===== src/rtl/dual_request_dispatcher.sv =====
// Sticky request collector that launches the two highest pending indices as one pair, 1-cycle latency pending->out.
// Pair holds while out_valid & ~out_ready; pending keeps collecting; back-to-back launch when out_ready stays high.
module dual_request_dispatcher #(
  parameter int N = 12,
  parameter int CW = 16,
  localparam int W = $clog2(N)
) (
  input  logic          clk,
  input  logic          rst,
  input  logic [N-1:0]  req_in,
  input  logic          flush,
  output logic          out_valid,
  input  logic          out_ready,
  output logic [W-1:0]  out_first,
  output logic [W-1:0]  out_second,
  output logic          out_second_v,
  output logic [N-1:0]  pending,
  output logic [CW-1:0] dispatch_cnt
);

  typedef enum logic [1:0] {IDLE, ARMED, HELD, STREAM} state_t;
  state_t state;

  logic [W-1:0] f, s;
  logic [N-1:0] rest, cleared, pending_nx;
  logic         sv, launch, accept, valid_nx;

  always_comb begin
    f = '0;
    for (int i = 0; i < N; i++)
      if (pending[i]) f = W'(i);
    rest = pending;
    rest[f] = 1'b0;
    s = '0;
    for (int i = 0; i < N; i++)
      if (rest[i]) s = W'(i);
    // anything left after removing f means at least two bits were pending
    sv = |rest;
    launch = (|pending) & (~out_valid | out_ready) & ~flush;
    accept = out_valid & out_ready;
    cleared = '0;
    if (launch) begin
      cleared[f] = 1'b1;
      if (sv) cleared[s] = 1'b1;
    end
    pending_nx = (pending & ~cleared) | req_in;
    if (flush) valid_nx = 1'b0;
    else if (launch) valid_nx = 1'b1;
    else if (accept) valid_nx = 1'b0;
    else valid_nx = out_valid;
  end

  always_ff @(posedge clk or posedge rst) begin
    if (rst) begin
      pending      <= '0;
      out_valid    <= 1'b0;
      out_first    <= '0;
      out_second   <= '0;
      out_second_v <= 1'b0;
      dispatch_cnt <= '0;
      state        <= IDLE;
    end else begin
      if (accept && !flush && dispatch_cnt != {CW{1'b1}})
        dispatch_cnt <= dispatch_cnt + 1'b1;
      if (flush) begin
        pending      <= req_in;
        out_valid    <= 1'b0;
        out_second_v <= 1'b0;
        state        <= (|req_in) ? ARMED : IDLE;
      end else begin
        pending   <= pending_nx;
        out_valid <= valid_nx;
        if (launch) begin
          out_first    <= f;
          out_second   <= sv ? s : '0;
          out_second_v <= sv;
        end
        if (valid_nx) state <= (|pending_nx) ? STREAM : HELD;
        else          state <= (|pending_nx) ? ARMED : IDLE;
      end
    end
  end

endmodule


===== config.mk =====
export PLATFORM = sky130hd
export DESIGN_NAME = dual_request_dispatcher
export DESIGN_NICKNAME = d
export VERILOG_FILES = /design/src/rtl/dual_request_dispatcher.sv
export SDC_FILE = /design/constraint.sdc
export NUM_CORES = 1
export LEC_CHECK = 0
export CAP_MARGIN = 20
export CORE_MARGIN = 8
export CORE_UTILIZATION = 50
export DETAILED_ROUTE_END_ITERATION = 8
export PLACE_DENSITY = 0.8
export SYNTH_ARGS = -nofsm -noshare
export SYNTH_HDL_FRONTEND = slang
export SYNTH_SLANG_ARGS = --single-unit

===== constraint.sdc =====
create_clock -name clk -period 3 [get_ports clk]
set_input_delay 0.6 -clock clk [delete_from_list [all_inputs] [get_ports clk]]
set_output_delay 0.6 -clock clk [all_outputs]
set_load 0.02 [all_outputs]

Word level (Yosys, flattened, before mapping). Cells that the tools add are included.

Add/subtract/negate cells: 1. Reduce and logical (&&, ||, !) cells: 10. Bitwise gates (word level): 12. Equal/unequal tests: 1. Multiplexer cells: 35. Magnitude comparators: 4.

Operators with widths (count): two-way mux 4 bit (21); two-way mux 12 bit (3); bitwise AND 12 bit (2); NOT 12 bit (2); OR 12 bit (2); OR reduction 12 bit (2); adder 16 x 1 -> 16 bit, second input constant (1); != test 16 bit, second input constant (1); < comparator 4 x 5 -> 1 bit, second input constant (2); two-way mux 1 bit (9); demux 1 bit (select 4 bit) (2); >= comparator 4 x 1 -> 1 bit, second input constant (2); logical AND 1 bit (4); bitwise AND 1 bit (3); nonzero test 3 bit (1); NOT 1 bit (2); AND reduction 2 bit (1); nonzero test 2 bit (1); zero test 1 bit (1); OR 1 bit (1).

Input port bits: 16. Output and inout bits: 38. Bits in registers: 38. Word-level logic and storage cells: 69.

Depth between registers and ports, before layout. Gate-level depths: netlist of run 1.

Word-level depth: 39. Mapped depth: 8. Gate-level depth less buffers: 6.

Least setup slack after synthesis of run 1. OpenSTA, ideal clock, no wires.

Path kind: reg-to-reg. Start point: reg pending[10]. End point: reg pending[7]. Cell stages (with the launch flop): 9. Data arrival time: 2159 ps. Required time: 2868 ps. Buffers on the path: 2. Clock period less this slack: 2291 ps. Setup slack: 709 ps. Setup time: 132 ps. Cells stage by stage: dfrtp_1 buf_6 or4_4 buf_6 nor3_2 a21boi_2 o211ai_1 a2111oi_2 a21oi_1.

Longest elaborated chain between the ends: 30. Elaborated cells between the ends (all ways): 36. Those cells by class: 4 x order compare; 20 x mux; 8 x bitwise; 4 x reduce/logical.

Ends and longest elaborated chain: start, declared (line 17) `output logic [N-1:0] pending,`; start signal, assigned (line 66) `pending <= req_in;`; start signal, assigned (line 71) `pending <= pending_nx;`; two-way mux 4 bit (2 in a row) (line 31) `if (pending[i]) f = W'(i);`; < comparator 4 x 5 -> 1 bit (not written as such) / >= comparator 4 x 1 -> 1 bit (equally long branches) (line 33, 43); logical AND 1 bit (not written as such) (line 33, 43); two-way mux 1 bit (not written as such) (line 33, 43); demux 1 bit (select 4 bit) (line 33, 43); NOT 12 bit (no line); bitwise AND 12 bit (no line); two-way mux 1 bit (line 36) `if (rest[i]) s = W'(i);`; [... 13 more ...]; demux 1 bit (select 4 bit) (line 44) `if (sv) cleared[s] = 1'b1;`; OR 12 bit (no line); two-way mux 12 bit (line 44); two-way mux 12 bit (*) (line 42) `if (launch) begin`; NOT 12 bit (*) (line 46) `pending_nx = (pending & ~cleared) | req_in;`; bitwise AND 12 bit (*) (line 46); OR 12 bit (*) (line 46); two-way mux 12 bit (*) (line 65) `if (flush) begin`.

Every way passes the cells marked *; elsewhere a longest branch is shown, timed or not. A chain may end at the register's enable or synchronous reset.

Final worst setup path of run 1.
Start point: reg pending[5]. End point: reg pending[5].

Longest elaborated chain between the ends: 35. Elaborated cells between the ends (all ways): 41. Those cells by class: 4 x order compare; 25 x mux; 8 x bitwise; 4 x reduce/logical.

Ends and longest elaborated chain (line): two-way mux 4 bit (7 in a row) (31); < comparator 4 x 5 -> 1 bit (not written as such) / >= comparator 4 x 1 -> 1 bit (equally long branches) (33, 43); logical AND 1 bit (not written as such) (33, 43); two-way mux 1 bit (not written as such) (33, 43); demux 1 bit (select 4 bit) (33, 43); NOT 12 bit (no line); bitwise AND 12 bit (no line); two-way mux 1 bit (36); [... 13 more ...]; demux 1 bit (select 4 bit) (44); OR 12 bit (no line); two-way mux 12 bit (44); two-way mux 12 bit (42); NOT 12 bit (46); bitwise AND 12 bit (*) (46); OR 12 bit (*) (46); two-way mux 12 bit (*) (65).

Marked as above.

==> results.txt, run 1 <==
The post-synthesis sequential element count is 38. The number of buffers added to fix hold violations after cts is 0. TritonCTS built the clock tree.

STA classifies the critical path startpoint as a flop. Compared with the post-synthesis result, the final layout area differs by 30.6%. The setup skew after layout came out at between 0.003 and 0.004 ns. The via density per instance came out at 6.01. The final max-slew violation count came out at 0.

The routed wire length is 6.75 mm. The share of total power consumed by net switching is 34.4%. Entering global routing, the biggest net connects 39 pins.

The number of clock sinks seen by CTS is 38. After layout, the minimum clock period comes to roughly 2.5 ns. For this run, the top clock speed supported by timing is 402 MHz. The endpoint type of the worst setup path is a flop.

The die covers 0.00702 mm². The peak ir drop on the vdd network came out at 0.384 mV. The count of mapped cells out of synthesis came out at around 250. The largest fanout of any net on the critical path is 11.

The standby leakage power is 1.25 nW. The global-route congestion overflow total came out at 0. The total iterations of the first detailed-routing run came out at 4. The top cell type's share of synthesized area came out at 41.4%. The post-synthesis instance area came out at 0.00230 mm². The clock tree root buffer cell is sky130_fd_sc_hd__clkbuf_8. The count of vias placed by the detailed router came out at 2175. In the final layout, the share of cells above drive strength 1 is 10.3%. The overall power of the completed layout is 1.60 mW.

Summing all placed instances gives a cell area of 0.00289 mm². The post-route fraction of the period consumed by the critical path is 82.8%. Internal power comes to about 1.1 mW. For the worst-skew pair, the clock arrives at the later sink with an insertion delay of about 0.29 ns. Traced cell by cell, the critical path runs through nor4_1 > nand3_1 > a31oi_1 > nand4b_2 > a31oi_1 > a41oi_1. The post-synthesis net count is 270.

The area of the core is 0.00438 mm². The post-cts gate resize count is 0. The flow ran to the end, and the final reports show no timing, DRC or antenna violations.

Post-CTS timing repair inserted 0 buffers for setup. In this run the tightest slew margin relative to its limit is 54.7%. The primary flip-flop cell chosen by synthesis mapping is sky130_fd_sc_hd__dfrtp_1. In the global route stage, overall resource usage came out at about 19%.

The yosys synthesis warning count is 0. For the final routed database, the setup TNS stands at 0 ns. The worst path arrival time is between 2 and 3 ns. Across all hold checks on the routed design, the worst slack comes to 0.485 ns.

The number of antenna repair diodes came out at 0. The final net count came out at 326. The count of antenna-violating nets left after detailed routing is 0. The DRC violation count after routing came out at 0. The clock buffer count from CTS came out at 5. The worst path required time is 3.20 ns. The stage delay of the slowest cell on the critical path came out at 0.64 ns. The share of total power dissipated in combinational logic is 31.9%. The switching power summed over all nets is ~550 µW.

The initial antenna violation count is 0. The number of violations reported at the end of detailed-routing iteration 0 came out at 168. After clock tree synthesis, the clock-pin slew on the worst setup and hold paths is 0.07 ns.

The count of flip-flops with a built-in enable after synthesis is 0. The wire length of the first global-routing pass came out at around 11 mm. Counting flops with an async set or reset pin after synthesis yields a share of 100%. The number of levels in the clock H-tree came out at 2. sky130_fd_sc_hd__dfrtp_1 takes more of the synthesized area than any other cell. In this run the count of I/O pins placed on the die edge is 54. The number of endpoints failing setup at the final stage is 0. The fill cell total of the finished layout is 368. Sorting the synthesized cells by area gives the leading types as sky130_fd_sc_hd__dfrtp_1, sky130_fd_sc_hd__nor2_1, sky130_fd_sc_hd__xor2_1. For the pin with the worst max-slew slack, the measured transition is 0.674 ns. The worst setup path is of the flop to flop kind.

A synthesized cell averages 9.07 µm². In this run the power density over the cells is between 500 and 600 mW/mm². The sequential group share of total power is between 40% and 50%. In this run the core area contains 24 standard-cell rows. The cell that appears most often on the critical path is sky130_fd_sc_hd__a31oi_1. The number of failing hold endpoints at the final stage is 0.

The effective utilization at floorplan came out at between 50% and 60%. The slowest stage of the critical path is the sky130_fd_sc_hd__nor4_1 cell. The sequential fraction of the synthesis area came out at 41.4%. The min-delay analysis places its worst path in the category flop to flop. The clock network power share is 26.7%. The height of the die is 83.8 µm. The maximum buffer depth of the clock tree came out at 2. The count of buffers inserted at the top-level ports is 53.

The chip width is roughly 84 µm. The number of global-route vias before repair came out at roughly 2.2k. The number of distinct library cells after synthesis is 54. The congestion estimate from routability-driven global placement came to 0.960. Setup repair after global routing left no endpoint under its margin. The tool flagged a number of max-cap violations equal to 0.

The average wire per standard cell came out at 18.7 µm. The area of all placed cells without fillers came out at roughly 0.003 mm². The half-perimeter wire length of the detailed placement result came out at slightly above 5 mm.
power groups by stage:
stage,Combinational (mW),Clock (mW),Sequential [mW]
floorplan,0.221,0,0.722
global placement,0.500,0,0.667
detailed placement,0.509,0,0.668
CTS,0.512,0.437,0.660
global route,0.553,0.457,0.670
finish,0.510,0.428,0.663
cells in the mapped netlist, types with 2 or more instances:
cell type,n
sky130_fd_sc_hd__clkbuf_1,8
sky130_fd_sc_hd__a41oi_1,3
sky130_fd_sc_hd__a31oi_1,10
sky130_fd_sc_hd__nor2b_1,6
sky130_fd_sc_hd__o31ai_1,4
sky130_fd_sc_hd__inv_1,13
sky130_fd_sc_hd__o21a_1,2
sky130_fd_sc_hd__o31a_1,3
sky130_fd_sc_hd__nand2_1,16
sky130_fd_sc_hd__nor3b_1,2
sky130_fd_sc_hd__a21oi_1,13
sky130_fd_sc_hd__mux2_2,2
sky130_fd_sc_hd__dfrtp_1,38
sky130_fd_sc_hd__o21ai_0,10
sky130_fd_sc_hd__nor2_1,26
sky130_fd_sc_hd__xor2_1,9
sky130_fd_sc_hd__o211ai_1,6
sky130_fd_sc_hd__buf_6,2
sky130_fd_sc_hd__nor3_1,11
sky130_fd_sc_hd__o21ai_1,6
sky130_fd_sc_hd__nand4_1,4
sky130_fd_sc_hd__nor4_1,4
sky130_fd_sc_hd__buf_2,2
sky130_fd_sc_hd__a211oi_1,3
sky130_fd_sc_hd__xnor2_1,7
sky130_fd_sc_hd__nand3_1,9
sky130_fd_sc_hd__a21o_1,7
worst max-delay path: cells and delay by family, from the launching register on:
kind	cells	cell delay, ns
simple gates	3	1.18
compound gates	3	0.73
flops	1	0.48
registers in the layout (all words and copies together) (netlist names):
signal        cells
dispatch_cnt     16
out_first         4
out_second        4
out_second_v      1
out_valid         1
pending          12
stage by stage:
step	instances	worst slack [ns]	util, %
6_report	362	0.515	68.4
3_3_place_gp	354	0.603	65.9
5_1_grt	362	0.383	68.4
3_5_place_dp	354	0.523	65.9
2_1_floorplan	253	0.709	-
4_1_cts	362	0.574	68.4
path summary, 6_finish.rpt:
kind | from | end | slack [ns] | depth (start not counted)
hold reg to reg | out_second[2] | out_second[2] | 0.48 | 1
setup reg to reg | pending[5] | pending[5] | 0.51 | 6
setup / recovery | pending[5] | pending[5] | 0.51 | 6
min in group asynchronous | rst | pending[10] | 0.72 | 3
max in group asynchronous | rst | out_second_v | 1.93 | 3
hold / removal | out_second[2] | out_second[2] | 0.48 | 1
logic make-up after synthesis:
kind of cell / after synthesis / share of synthesized area (%)
XOR/XNOR: 16 / 6.10
AND/OR/NAND/NOR: 90 / 20.2
adder cells (fa/ha/maj): 1 / 0.545
multiplexers: 2 / 0.981
buffers and inverters: 26 / 5.18
AO/OA/AOI/OAI: 80 / 25.6
flip-flops: 38 / 41.4
layer usage:
| layer | up-vias | GRT usage, % | routed length, µm |
|---|---|---|---|
| li1 | 1041 | - | - |
| met1 | 1046 | 25.0 | 3120 |
| met2 | 78 | 30.4 | 3150 |
| met3 | 10 | 3.81 | 385 |
| met4 | 0 | 7.38 | 99 |
| met5 | - | 0 | 0 |
cell usage in the layout (no fill, tap or decap), drive strengths merged, types with 10 or more instances in the layout:
cell           synthesis  layout
nor2                  26      26
nand2                 16      16
a21oi                 13      13
nor3                  12      12
a31oi                 10      10
inv                   13      13
dfrtp                 38      38
clkdlybuf4s50          0      53
o21ai                 16      16
area by class of cell:
class                           instances  area, µm²  area share [%]
Clock buffer                            5       68.8            2.30
Clock inverter                          3       40.0            1.34
Inverter                               13       48.8            1.63
Multi-Input combinational cell        189       1230            40.9
Sequential cell                        38        951            31.7
Tap cell                               52       65.1            2.17
Timing Repair Buffer                   62        598            19.9
Note: power is estimated with default switching activity, not from simulation.
==> run 2: changes to the inputs <==
- clock period: 3 -> 2.35 ns (I/O delays scaled with it)
==> results.txt, run 2 (synthesis gave the netlist of run 1 again) <==
The run finished with clean final reports. The clock tree synthesis step divided the H-tree into 2 levels. The largest fanout of any net on the critical path is 8. In this run the worst setup path terminates at pending[6]. The class of the most critical hold timing path is flop to flop. Combinational logic burns 31.6% of the power. The detailed router finished its first iteration with 229 violations.

The routed wire length came out at 6.79 mm. The worst setup path is of the flop to flop kind. The number of global-route vias before repair was 2321.

Setup repair after global routing left no endpoint under its margin. The wire length of the first global-routing pass is 11.4 mm. The share of total power consumed by net switching came out at 32.9%. After detailed routing, the number of remaining DRC violations is 0. The time the worst path needs with I/O delays and setup is approximately 2.2 ns. The register cell area after layout came out at 951 µm².

The endpoint type of the worst setup path is a flop. For the final database, setup skew stands at around 0.0095 ns. The number of clock sinks seen by CTS is 38. The total iterations of the first detailed-routing run is 5.

For this run, the share of the core covered by cells in the final layout is just over 70%. The chip width is 83.8 µm. The tree is rooted in a sky130_fd_sc_hd__clkbuf_8. The count of vias placed by the detailed router came out at 2293. The share of cells above drive strength 1 is 15.6%. At the later pin of the worst-skew pair, clock insertion delay measures 0.30 ns. The via density per instance came out at 6.07. The worst setup path startpoint is pending[10]. On the final layout, the worst hold slack is approximately 0.49 ns. The worst-case reg-to-reg path depth is 7. The highest clock rate came out at 457 MHz.

The area growth from synthesis to layout is 37.7%. The worst path required time came out at about 2.6 ns. The total global routing track utilization is 19.6%. The power per cell area is ~700 mW/mm². The launch point of the worst reg-to-reg path is pending[10]. After detailed routing, the average wire length per cell comes to ~18 µm. STA puts the critical path data arrival time at 2.40 ns. The TritonCTS clock tree is yes. The worst slew margin relative to its limit is 66.1%.

The number of antenna repair diodes came out at 0. The detail route stage leaves a number of antenna-violating nets equal to 0. Counting the buffers created by CTS gives 5. The number of failing hold endpoints at the final stage is 0.

Clock-pin slew was measured on the worst setup and hold paths at 0.08 ns. The capturing point of the worst reg2reg path is pending[6]. The clock passes through at most 2 buffers.

The standby leakage power is about 1.3 nW. Routability-driven placement finished with a final weighted congestion of 0.963. The number of placement rows came out at 24. The largest registers in the layout are dispatch_cnt (16), pending (12).

After the last flow step, the layout net total stands at ~340. The clock network accounts for 30.7% of the total power. The final max-slew violation count is 0. 54 I/O pins were placed. The switching power summed over all nets is ~730 µW.

Counting flops per register, the top entry is dispatch_cnt. The count of buffers inserted at the top-level ports came out at 53. The most frequent standard cell in the layout excluding fill and tap cells is sky130_fd_sc_hd__clkdlybuf4s50_1. The combined area of the multi-input logic cells is ~0.0012 mm².

The actual slew at the worst max-slew pin came out at 0.504 ns. The register-to-register setup slack came out at 0.16 ns. The effective utilization at floorplan came out at 52.4%. The number of buffers added to fix hold violations after cts is 0. The die area came out at 0.00702 mm². STA classifies the critical path startpoint as a flop. The share of total power dissipated in sequential elements is 37.7%. The number of flip-flops in the largest register is 16. The final critical path takes up 93.1% of the cycle. The half-perimeter wire length of the detailed placement result is ~5.0 mm. Leaving out fill and tap cells, the most frequent cells in the layout are sky130_fd_sc_hd__clkdlybuf4s50_1, sky130_fd_sc_hd__dfrtp_1, sky130_fd_sc_hd__nor2_1, sky130_fd_sc_hd__buf_4, sky130_fd_sc_hd__nand2_1. The summed negative setup slack over all endpoints came out at 0 ns. Entering global routing, the biggest net connects 39 pins. The initial antenna violation count was 0.

The number of endpoints failing setup at the final stage is 0. The cell-internal power is 1.48 mW. The area of the core came out at 0.00438 mm².

The fill cell total of the finished layout came out at 325. The height of the die came out at 83.8 µm. The number of violations of the max-capacitance limit is 0. The peak ir drop on the vdd network came out at ~0.54 mV. The total overflow left after global routing is 0.
-- run 2: cell count changes in the layout (fill, tap and decap cells not counted) --
| cell | delta |
|---|---|
| sky130_fd_sc_hd__nor2_2 | +1 |
| sky130_fd_sc_hd__clkinv_2 | -2 |
| sky130_fd_sc_hd__nor4_2 | +1 |
| sky130_fd_sc_hd__a211oi_2 | +1 |
| sky130_fd_sc_hd__buf_4 | +16 |
| sky130_fd_sc_hd__clkinv_4 | +1 |
| sky130_fd_sc_hd__a211oi_1 | -1 |
| sky130_fd_sc_hd__nor2_1 | -1 |
| sky130_fd_sc_hd__nor4_1 | -1 |
| sky130_fd_sc_hd__bufinv_16 | +1 |
-- run 2: power groups by stage --
stage / Clock (mW) / Sequential (mW) / Combinational [mW]
global route: 0.718 / 0.849 / 0.753
global placement: 0 / 0.841 / 0.676
finish: 0.679 / 0.832 / 0.696
detailed placement: 0 / 0.842 / 0.684
CTS: 0.685 / 0.831 / 0.689
floorplan: 0 / 0.922 / 0.282
-- run 2: stage by stage --
stage / setup slack, ns / power, mW / area [µm²] / instances
2_1_floorplan: 0.0588 / 1.20 / 2300 / 253
6_report: 0.163 / 2.21 / 3160 / 378
4_1_cts: 0.156 / 2.21 / 3140 / 377
3_3_place_gp: 0.0893 / 1.52 / 3000 / 369
5_1_grt: 0.0177 / 2.32 / 3160 / 378
3_5_place_dp: 0.0324 / 1.53 / 3000 / 369
-- run 2: area by class of cell --
cell class,count,area share [%]
inverters,13,1.54
clock inverters,3,2.18
clock buffers,5,2.18
flip-flops and latches,38,30.1
repair buffers,78,22.7
multi-input cells,189,39.2
well taps,52,2.06
-- run 2: what timing repair did --
item                                    CTS  global route
gates resized for setup                   1             2
cloned                                    0             0
hold endpoints to repair                  0             0
buffers inserted                          0             1
pin swaps                                 0             2
endpoints found under the setup margin    1             2
-- run 2: worst max-delay path, stage by stage (launching register included) --
cell and delay, ns:
sky130_fd_sc_hd__dfrtp_1 0.43, sky130_fd_sc_hd__nor4_1 0.35, sky130_fd_sc_hd__buf_4 0.20, sky130_fd_sc_hd__a41oi_1 0.21
sky130_fd_sc_hd__nor2_2 0.42, sky130_fd_sc_hd__a21o_1 0.21, sky130_fd_sc_hd__a211oi_1 0.06, sky130_fd_sc_hd__a2bb2oi_1 0.22
-- run 2: metal layers --
metal	global-route usage, %	vias to the layer above	routed length (µm)
li1	-	1071	-
met1	24.4	1086	2940
met2	31.2	117	3220
met3	5.37	19	502
met4	7.69	0	126
met5	0	-	0
-- run 2: worst min-delay path by stage --
| stage | endpoint | from | depth (start not counted) | slack (ns) |
|---|---|---|---|---|
| after floorplan | pending[2] | flush | 1 | 0.56 |
| after global placement | out_second[2] | out_second[2] | 1 | 0.46 |
| after detailed placement | dispatch_cnt[10] | dispatch_cnt[10] | 1 | 0.49 |
| after CTS | out_second[3] | out_second[3] | 2 | 0.51 |
| after global routing | dispatch_cnt[10] | dispatch_cnt[10] | 1 | 0.52 |
| final | out_second[3] | out_second[3] | 2 | 0.49 |
==> run 3: changes to the inputs <==
- CORE_MARGIN: 8 -> 4
==> results.txt, run 3 (synthesis gave the netlist of run 1 again) <==
The final max-slew violation count is 0. The initialized floorplan defines 24 standard-cell rows. The number of violations reported at the end of detailed-routing iteration 0 is 213.

The critical path goes through buf_4 > nor4_2 > buf_4 > nand2_1 > o21ai_1 > nand4b_2 > a31o_4 > a32oi_2. Summing internal, switching and leakage power gives between 2 and 2.5 mW. The effective utilization at floorplan is 52.0%. Once routing completed, OpenROAD measured the worst setup slack at 0.184 ns.

The number of clock sinks seen by CTS is 38. The wire length of the first global-routing pass is 11.3 mm. The area of all placed cells without fillers is around 0.0032 mm². The total global routing track utilization came out at 26.6%. The number of violations of the max-capacitance limit is 0. The worst path arrival time is around 2.4 ns. The cell with the biggest individual delay on the critical path is sky130_fd_sc_hd__dfrtp_1.

For the final routed database, the setup TNS stands at 0 ns. The largest single stage delay on the critical path is 0.38 ns. The final weighted congestion in routability-driven placement is 0.961. The area of the core is ~0.0044 mm². The clock tree root buffer cell is sky130_fd_sc_hd__clkbuf_8.

Timing would allow up to between 400 and 500 MHz. The critical path in this run is classified as flop to flop. The number of failing hold endpoints at the final stage came out at 0. The die area came out at about 0.0057 mm². The post-layout utilization of the core is 72.1%. The initial antenna violation count is 0.

The number of global-route vias before repair came to 2336. The count of buffers added on input and output ports is 53. Across the VDD grid, the largest voltage drop is 0.720 mV. The number of antenna repair diodes came out at 0. The DRC violation count after routing is 0.

Detailed routing placed a total of 451 µm of wire on met3. The routed wire length on met2 is 3.35 mm. Counting cells, the worst reg-to-reg path comes to 8. The standby leakage power came out at 1.36 nW.

In the final layout, the registers with the most flip-flops are dispatch_cnt (16), pending (12). The count of antenna-violating nets left after detailed routing came out at 0. The run finished with clean final reports. Once the clock tree was built, the setup fixing pass inserted 0 buffers.

The cell family contributing the most delay on the critical path is compound AO/OA/AOI/OAI gates. The height of the die came out at 75.8 µm. The wire length on met1 came out at 2.96 mm. The number of standard cells in the final layout excluding fillers is 387. The actual slew at the worst max-slew pin came out at 0.600 ns. The time the worst path needs with I/O delays and setup came out at around 2.2 ns. Compared with the post-synthesis result, the final layout area differs by 38.7%. The clock transition at the registers of the reported paths came out at about 0.08 ns. The largest register by flop count is dispatch_cnt. The register with the most flip-flops in the layout has 16 of them. In the layout the commonest cells are sky130_fd_sc_hd__clkdlybuf4s50_1, sky130_fd_sc_hd__dfrtp_1, sky130_fd_sc_hd__buf_4.

On the final layout, the worst clock skew is 0.00637 ns. The number of levels in the clock H-tree came out at 2. The worst slew margin relative to its limit is 59.7%. STA classifies the critical path endpoint as a flop. Entering global routing, the biggest net connects 39 pins. Setup repair after global routing left no endpoint under its margin. The routed wire length is 6.90 mm. The count of vias placed by the detailed router is 2349.

After detailed routing, the number of vias per cell comes to 6.07. The library cell used most frequently in the layout, excluding fill and tap cells, is sky130_fd_sc_hd__clkdlybuf4s50_1. The TritonCTS clock tree is yes. The number of cells after detailed placement came out at approximately 380. The half-perimeter wire length of the detailed placement result came out at 5.27 mm. STA classifies the critical path startpoint as a flop. The number of top-level design ports came out at 54. The fill cell total of the finished layout came out at 351. The highest layer touched by signal routing is met4. The final worst hold slack is roughly 0.5 ns.

The maximum buffer depth of the clock tree is 2. Timing analysis after detailed placement gives a worst setup slack of 0.132 ns. The critical path crosses 8 cells after its start point. For this run, the detailed router's first-pass iteration total came to 5.

The sum of buffers and inverters on the critical path is 2. The share of cells above drive strength 1 is 17.6%. The worst path required time is 2.56 ns. Dividing the detail-routed wire length by the instance count gives 17.8 µm. The number of endpoints failing setup at the final stage is 0.

The min-delay analysis places its worst path in the category flop to flop. In the finished design, the share of the clock period the worst path needs comes to 92.2%. The clock buffer count from CTS came out at 5. Among the stages of the critical path, the cell type that occurs most often is sky130_fd_sc_hd__buf_4. The placed standard-cell area came out at 0.00308 mm². The die is about 76 µm wide. The largest fanout of any net on the critical path is 10.

The worst hold path depth is 1. After global routing the overflow that remains totals 0. The clock insertion delay at the later pin of the skew report came out at 0.30 ns. The power per cell area came out at 636 mW/mm². The final layout contains 351 nets.
run 3: power breakdown:
| group | switching (mW) | internal, mW |
|---|---|---|
| clock network | 0.249 | 0.236 |
| logic | 0.380 | 0.329 |
| registers | 0.0986 | 0.734 |
| total | 0.728 | 1.30 |
run 3: worst paths after layout:
| check | slack (ns) | startpoint | endpoint |
|---|---|---|---|
| worst max-delay path | 0.18 | pending[10] | pending[8] |
| worst min-delay path | 0.50 | out_second[2] | out_second[2] |
| worst max register to register | 0.18 | pending[10] | pending[8] |
| worst min register to register | 0.50 | out_second[2] | out_second[2] |
| max in group asynchronous | 1.41 | rst | pending[4] |
| min in group asynchronous | 0.58 | rst | pending[8] |
run 3: per-layer routing:
layer	vias to the layer above	GRT usage [%]
met4	0	10.3
met1	1128	35.1
li1	1091	-
met3	17	4.35
met2	113	43.6
met5	-	0
run 3: layout make-up:
class	count	area, µm²	share of cell area (%)
inverters	13	48.8	1.53
clock buffers	6	82.6	2.59
repair buffers	87	786	24.7
clock inverters	2	12.5	0.393
flip-flops and latches	38	951	29.9
multi-input cells	189	1240	38.9
well taps	52	65.1	2.04
run 3: timing repair:
action / in CTS / in global routing
resized for setup: 0 / 2
endpoints found under the setup margin: 0 / 6
hold buffers: 0 / 0
